### config.mk
export PLATFORM = sky130hd
export DESIGN_NAME = byte_strip_flat
export DESIGN_NICKNAME = d
export VERILOG_FILES = /design/src/rtl/byte_strip_if.sv /design/src/rtl/byte_strip.sv /design/src/flat_wrapper.sv
export SDC_FILE = /design/constraint.sdc
export NUM_CORES = 1
export LEC_CHECK = 0
export CORE_UTILIZATION = 40
export CTS_CLUSTER_SIZE = 24
export DETAILED_ROUTE_END_ITERATION = 16
export GPL_ROUTABILITY_DRIVEN = 0
export SYNTH_ARGS = -nofsm -noshare
export SYNTH_HDL_FRONTEND = slang
export SYNTH_SLANG_ARGS = --single-unit
export TNS_END_PERCENT = 5
### constraint.sdc
create_clock -name clk -period 5.2 [get_ports clk]
set_input_delay 0.52 -clock clk [delete_from_list [all_inputs] [get_ports clk]]
set_output_delay 0.52 -clock clk [all_outputs]
set_load 0.01 [all_outputs]
### src/rtl/byte_strip_if.sv
// Byte-striper bus: serial byte input side plus the registered four-lane group output.
// The master drives the byte stream; the slave (byte_strip) drives the lanes and status.
interface byte_strip_if #(
    parameter int CNT_W = 16
);
    logic [7:0]       d;
    logic             dk;
    logic             valid;
    logic             flush;
    logic [7:0]       lane0;
    logic [7:0]       lane1;
    logic [7:0]       lane2;
    logic [7:0]       lane3;
    logic             dk_0;
    logic             dk_1;
    logic             dk_2;
    logic             dk_3;
    logic             lane_valid;
    logic             busy;
    logic [CNT_W-1:0] group_cnt;

    modport master (
        output d, dk, valid, flush,
        input  lane0, lane1, lane2, lane3, dk_0, dk_1, dk_2, dk_3,
        input  lane_valid, busy, group_cnt
    );

    modport slave (
        input  d, dk, valid, flush,
        output lane0, lane1, lane2, lane3, dk_0, dk_1, dk_2, dk_3,
        output lane_valid, busy, group_cnt
    );
endinterface

### src/rtl/byte_strip.sv
// Transmit-side byte striper: gathers four serial bytes (with K/D flag) into one lane group,
// padding a partial group with PAD_CHAR on flush. Lanes change only on emit cycles.
module byte_strip #(
    parameter logic [7:0] PAD_CHAR = 8'hF7,
    parameter int         CNT_W    = 16
) (
    input logic          clk,
    input logic          reset_l,
    byte_strip_if.slave  bus
);
    typedef enum logic [1:0] {S0, S1, S2, S3} ptr_t;

    ptr_t             ptr;
    ptr_t             ptr_nxt;
    logic             emit;
    logic             capture;
    logic [8:0]       grp [4];
    logic [8:0]       shadow [4];
    logic [8:0]       lane_q [4];
    logic             lane_valid_q;
    logic [CNT_W-1:0] cnt_q;

    // NOTE: state registers use non-blocking assignments so every flop samples pre-edge values.
    always_ff @(posedge clk) begin
        if (!reset_l) ptr <= S0;
        else          ptr <= ptr_nxt;
    end

    always_comb begin
        // NOTE: every combinational output gets a default first, so no path can infer a latch.
        ptr_nxt = ptr;
        emit    = 1'b0;
        capture = 1'b0;
        for (int i = 0; i < 4; i++) grp[i] = {1'b1, PAD_CHAR};

        if (bus.valid) begin
            if (ptr == S3 || bus.flush) begin
                emit    = 1'b1;
                ptr_nxt = S0;
            end else begin
                capture = 1'b1;
                ptr_nxt = ptr_t'(ptr + 2'd1);
            end
        end else if (bus.flush && ptr != S0) begin
            emit    = 1'b1;
            ptr_nxt = S0;
        end

        // Lanes below the pointer come from the shadow; the live byte lands at the pointer.
        for (int i = 0; i < 3; i++) begin
            if (i < int'(ptr)) grp[i] = shadow[i];
        end
        if (bus.valid) grp[ptr] = {bus.dk, bus.d};
    end

    always_ff @(posedge clk) begin
        if (!reset_l) begin
            // NOTE: the shadow store is reset too, so a partial group is discarded outright.
            for (int i = 0; i < 4; i++) begin
                shadow[i] <= '0;
                lane_q[i] <= '0;
            end
            lane_valid_q <= 1'b0;
            cnt_q        <= '0;
        end else begin
            lane_valid_q <= emit;
            if (capture) shadow[ptr] <= {bus.dk, bus.d};
            if (emit) begin
                for (int i = 0; i < 4; i++) lane_q[i] <= grp[i];
                cnt_q <= cnt_q + 1'b1;
            end
        end
    end

    assign bus.lane0      = lane_q[0][7:0];
    assign bus.lane1      = lane_q[1][7:0];
    assign bus.lane2      = lane_q[2][7:0];
    assign bus.lane3      = lane_q[3][7:0];
    assign bus.dk_0       = lane_q[0][8];
    assign bus.dk_1       = lane_q[1][8];
    assign bus.dk_2       = lane_q[2][8];
    assign bus.dk_3       = lane_q[3][8];
    assign bus.lane_valid = lane_valid_q;
    assign bus.busy       = (ptr != S0);
    assign bus.group_cnt  = cnt_q;
endmodule
### src/flat_wrapper.sv
// flat-port wrapper written by rule: the top's interface ports become plain ports
module byte_strip_flat 
#(
    parameter logic [7:0] PAD_CHAR = 8'hF7,
    parameter int         CNT_W    = 16
)
  (clk, reset_l, bus_d, bus_dk, bus_valid, bus_flush, bus_lane0, bus_lane1, bus_lane2, bus_lane3, bus_dk_0, bus_dk_1, bus_dk_2, bus_dk_3, bus_lane_valid, bus_busy, bus_group_cnt);
  byte_strip_if #(.CNT_W(CNT_W)) bus_i ();
  input logic clk;
  input logic reset_l;
  input wire logic [$bits(bus_i.d)-1:0] bus_d;
  input wire logic [$bits(bus_i.dk)-1:0] bus_dk;
  input wire logic [$bits(bus_i.valid)-1:0] bus_valid;
  input wire logic [$bits(bus_i.flush)-1:0] bus_flush;
  output wire logic [$bits(bus_i.lane0)-1:0] bus_lane0;
  output wire logic [$bits(bus_i.lane1)-1:0] bus_lane1;
  output wire logic [$bits(bus_i.lane2)-1:0] bus_lane2;
  output wire logic [$bits(bus_i.lane3)-1:0] bus_lane3;
  output wire logic [$bits(bus_i.dk_0)-1:0] bus_dk_0;
  output wire logic [$bits(bus_i.dk_1)-1:0] bus_dk_1;
  output wire logic [$bits(bus_i.dk_2)-1:0] bus_dk_2;
  output wire logic [$bits(bus_i.dk_3)-1:0] bus_dk_3;
  output wire logic [$bits(bus_i.lane_valid)-1:0] bus_lane_valid;
  output wire logic [$bits(bus_i.busy)-1:0] bus_busy;
  output wire logic [$bits(bus_i.group_cnt)-1:0] bus_group_cnt;
  assign bus_i.d = bus_d;
  assign bus_i.dk = bus_dk;
  assign bus_i.valid = bus_valid;
  assign bus_i.flush = bus_flush;
  assign bus_lane0 = bus_i.lane0;
  assign bus_lane1 = bus_i.lane1;
  assign bus_lane2 = bus_i.lane2;
  assign bus_lane3 = bus_i.lane3;
  assign bus_dk_0 = bus_i.dk_0;
  assign bus_dk_1 = bus_i.dk_1;
  assign bus_dk_2 = bus_i.dk_2;
  assign bus_dk_3 = bus_i.dk_3;
  assign bus_lane_valid = bus_i.lane_valid;
  assign bus_busy = bus_i.busy;
  assign bus_group_cnt = bus_i.group_cnt;
  byte_strip #(.PAD_CHAR(PAD_CHAR), .CNT_W(CNT_W)) u_core (.clk(clk), .reset_l(reset_l), .bus(bus_i));
endmodule
==> results.cfg <==
[cells_and_area]
area_growth_pct = 26.4
nNetsFinal = 393
fin_area_um2 = 4480
stdcell_count = 484
layout-drive-gt1-share_pct = 5.28
diodes = 0
fillers = 757

[yosys]
synth-edff-count = 63
yosys_register_bits = 82
synthTopCellsByArea = edfxtp_1, dfxtp_1, and2_1
synth_largest_area_cell = edfxtp_1
syn_inst = 311
synth_common_cells = edfxtp_1, nor2_1, and2_1
ys_seq_area_share_pct = 64.1
yosys_most_used_dff = edfxtp_1
synth_top_area_share_pct = 53.4
netlist_area_um2 = 3540
synth_warnings = 0
yosysUniqueCellTypes = 38
async_flop_share_pct = 0
yosysMostFrequentCell = edfxtp_1
syn_area_per_cell_um2 = 11.4
synth_nets = 330

[detailed_routing]
drtIter0Drc = 78
drt-pass1-iter-count = 5
highest_layer = met4
route.met3.wl_um = 500
num_vias = 2441
wl_met2_um = 3370
wl_per_cell_um = 15.1
via_per_inst = 5.04
totalWireLength_um = 7290
antenna_left = 0
wl_met1_um = 3350
drcViolationCount = 0

[cts]
clkLatencyLatePin_ns = 0.35
cts_made_buffers = 9
htreeDepth = 3
cts_sinks = 82
cts_hold_buf = 0
cts_tree = built
clock_path_buffers = 2
cts_setup_buffers = 0
ctsResizeCount = 0
cts_root_buf = clkbuf_8
clkTransAtPathRegs_ns = 0.08

[critical_path]
cp_data_required_time_ns = 5.24
start_kind = input port
arrival_ns = 3.39
critPathKind = in -> reg
end_kind = flop
path_max_fanout = 36

[placement]
dp_cells = 468
dp_hpwl_um = 4900
place_area_um2 = 4290
port_buffers = 66

[outcome]
outcome = finished clean

[timing]
fmax_mhz = 298
fin_crit_ns = 3.35
setup_tns_ns = 0
rsz0062_at_grt = no
hold_viol_final = 0
slew_headroom_pct = 20.6
slew_viol_final = 0
fin_hold_ws_ns = 0.510
min_period_over_period_pct = 64.5
setup-violations-final = 0
worst_pin_slew_ns = 1.19
skew_ns = 0.0118

[power]
p_per_area_nw_per_um2 = 299
finalPower_w = 0.00134
p_switching_w = 0.000312
intPower_w = 0.00103
p_sw_share_pct = 23.3
ir_worst_vdd_mv = 0.110
clockPowerShare_pct = 33.5
leakagePower_nw = 1.61
combPwrFrac_pct = 10.2
p_seq_share_pct = 56.3

[floorplan]
chipHeight_um = 96.1
start_util_pct = 42.3
num_rows = 33
coreArea_um2 = 8380
dieArea_um2 = 9240
ios = 67
die_x_um = 96.1

[worst_hold_path]
hold_class = reg -> reg

[global_routing]
grt_max_degree = 37
gr-total-overflow = 0
antenna_found_initial = 0
grt_first_pass_wirelength_um = 11500
grt_pass1_vias = 2274
gr-usage-all-layers_pct = 17.1

[run]
maxCapViolCount = 0
[stage by stage]
stage	utilization, %	worst slack, ns
floorplan	-	1.10
global placement	51.1	1.55
detailed placement	51.1	1.47
CTS	53.4	1.86
global route	53.4	1.52
finish	53.4	1.85
[registers in the layout, indices dropped and copies added, names as in the netlist]
register	cells
u_core.lane_q	36
u_core.shadow	27
u_core.bus.lane_valid	1
u_core.ptr	2
u_core.bus.group_cnt	16
[layout by cell type (no fill, tap or decap), drive strengths merged, types with 2 or more instances in the layout]
| cell | count |
|---|---|
| clkdlybuf4s50 | 66 |
| edfxtp | 63 |
| nor2 | 42 |
| and2 | 27 |
| o21ai | 21 |
| a21oi | 20 |
| dfxtp | 19 |
| nand2 | 17 |
| nand3 | 17 |
| nand3b | 9 |
| clkbuf | 9 |
| o22ai | 8 |
| inv | 8 |
| xnor2 | 7 |
| nand2b | 6 |
| ha | 6 |
| nor3 | 4 |
| nor4 | 4 |
| clkinv | 4 |
| or3 | 3 |
| nor3b | 2 |
| mux2i | 2 |
| nand4 | 2 |
[worst paths after layout]
| kind | start | endpoint | slack, ns | cells past startpoint |
|---|---|---|---|---|
| worst max-delay path | bus_valid | u_core.lane_q[1][5]$_SDFFCE_PN0P_ | 1.85 | 5 |
| worst min-delay path | u_core.bus.group_cnt[9]$_SDFFE_PN0P_ | u_core.bus.group_cnt[9]$_SDFFE_PN0P_ | 0.51 | 2 |
| worst max register to register | u_core.ptr[1]$_SDFFE_PN0P_ | u_core.lane_q[1][5]$_SDFFCE_PN0P_ | 1.91 | 6 |
| worst min register to register | u_core.bus.group_cnt[9]$_SDFFE_PN0P_ | u_core.bus.group_cnt[9]$_SDFFE_PN0P_ | 0.51 | 2 |
[final cells by class]
class / instances / area [um2] / share of cell area, %
Timing Repair Buffer: 66 / 661 / 14.7
Inverter: 7 / 26.3 / 0.587
Clock buffer: 9 / 124 / 2.77
Sequential cell: 82 / 2270 / 50.7
Clock inverter: 7 / 68.8 / 1.54
Multi-Input combinational cell: 208 / 1200 / 26.7
Tap cell: 105 / 131 / 2.93
[routing by layer]
| layer | up-vias | track usage (%) |
|---|---|---|
| met2 | 75 | 27.3 |
| met3 | 6 | 4.34 |
| met1 | 1123 | 21.9 |
| met4 | 0 | 7.21 |
| li1 | 1237 | - |
| met5 | - | 0 |
[worst max-delay path: stages]
cell             delay [ns]
clkdlybuf4s50_1        0.75
a21oi_1                0.89
nor2_1                 0.19
nand2_1                0.92
a21oi_1                0.10
[power by group through the flow]
stage / registers (W) / logic [W] / clock network [W]
finish: 0.000754 / 0.000137 / 0.000448
global route: 0.000758 / 0.000150 / 0.000486
CTS: 0.000754 / 0.000138 / 0.000459
detailed placement: 0.000770 / 0.000138 / 0
global placement: 0.000768 / 0.000137 / 0
floorplan: 0.000782 / 0.0000471 / 0
[logic make-up after synthesis]
logic type                 count (synthesis)  share of synthesized area (%)
buffers and inverters                     21                           2.44
and+or+nand+nor                          139                           20.6
muxes                                      2                          0.565
AOI/OAI and AO/OA                         54                           8.40
xor gates and xnor gates                   7                           1.73
DFF                                       82                           64.1
adders and majority gates                  6                           2.12
(Power assumes the default switching activity.)
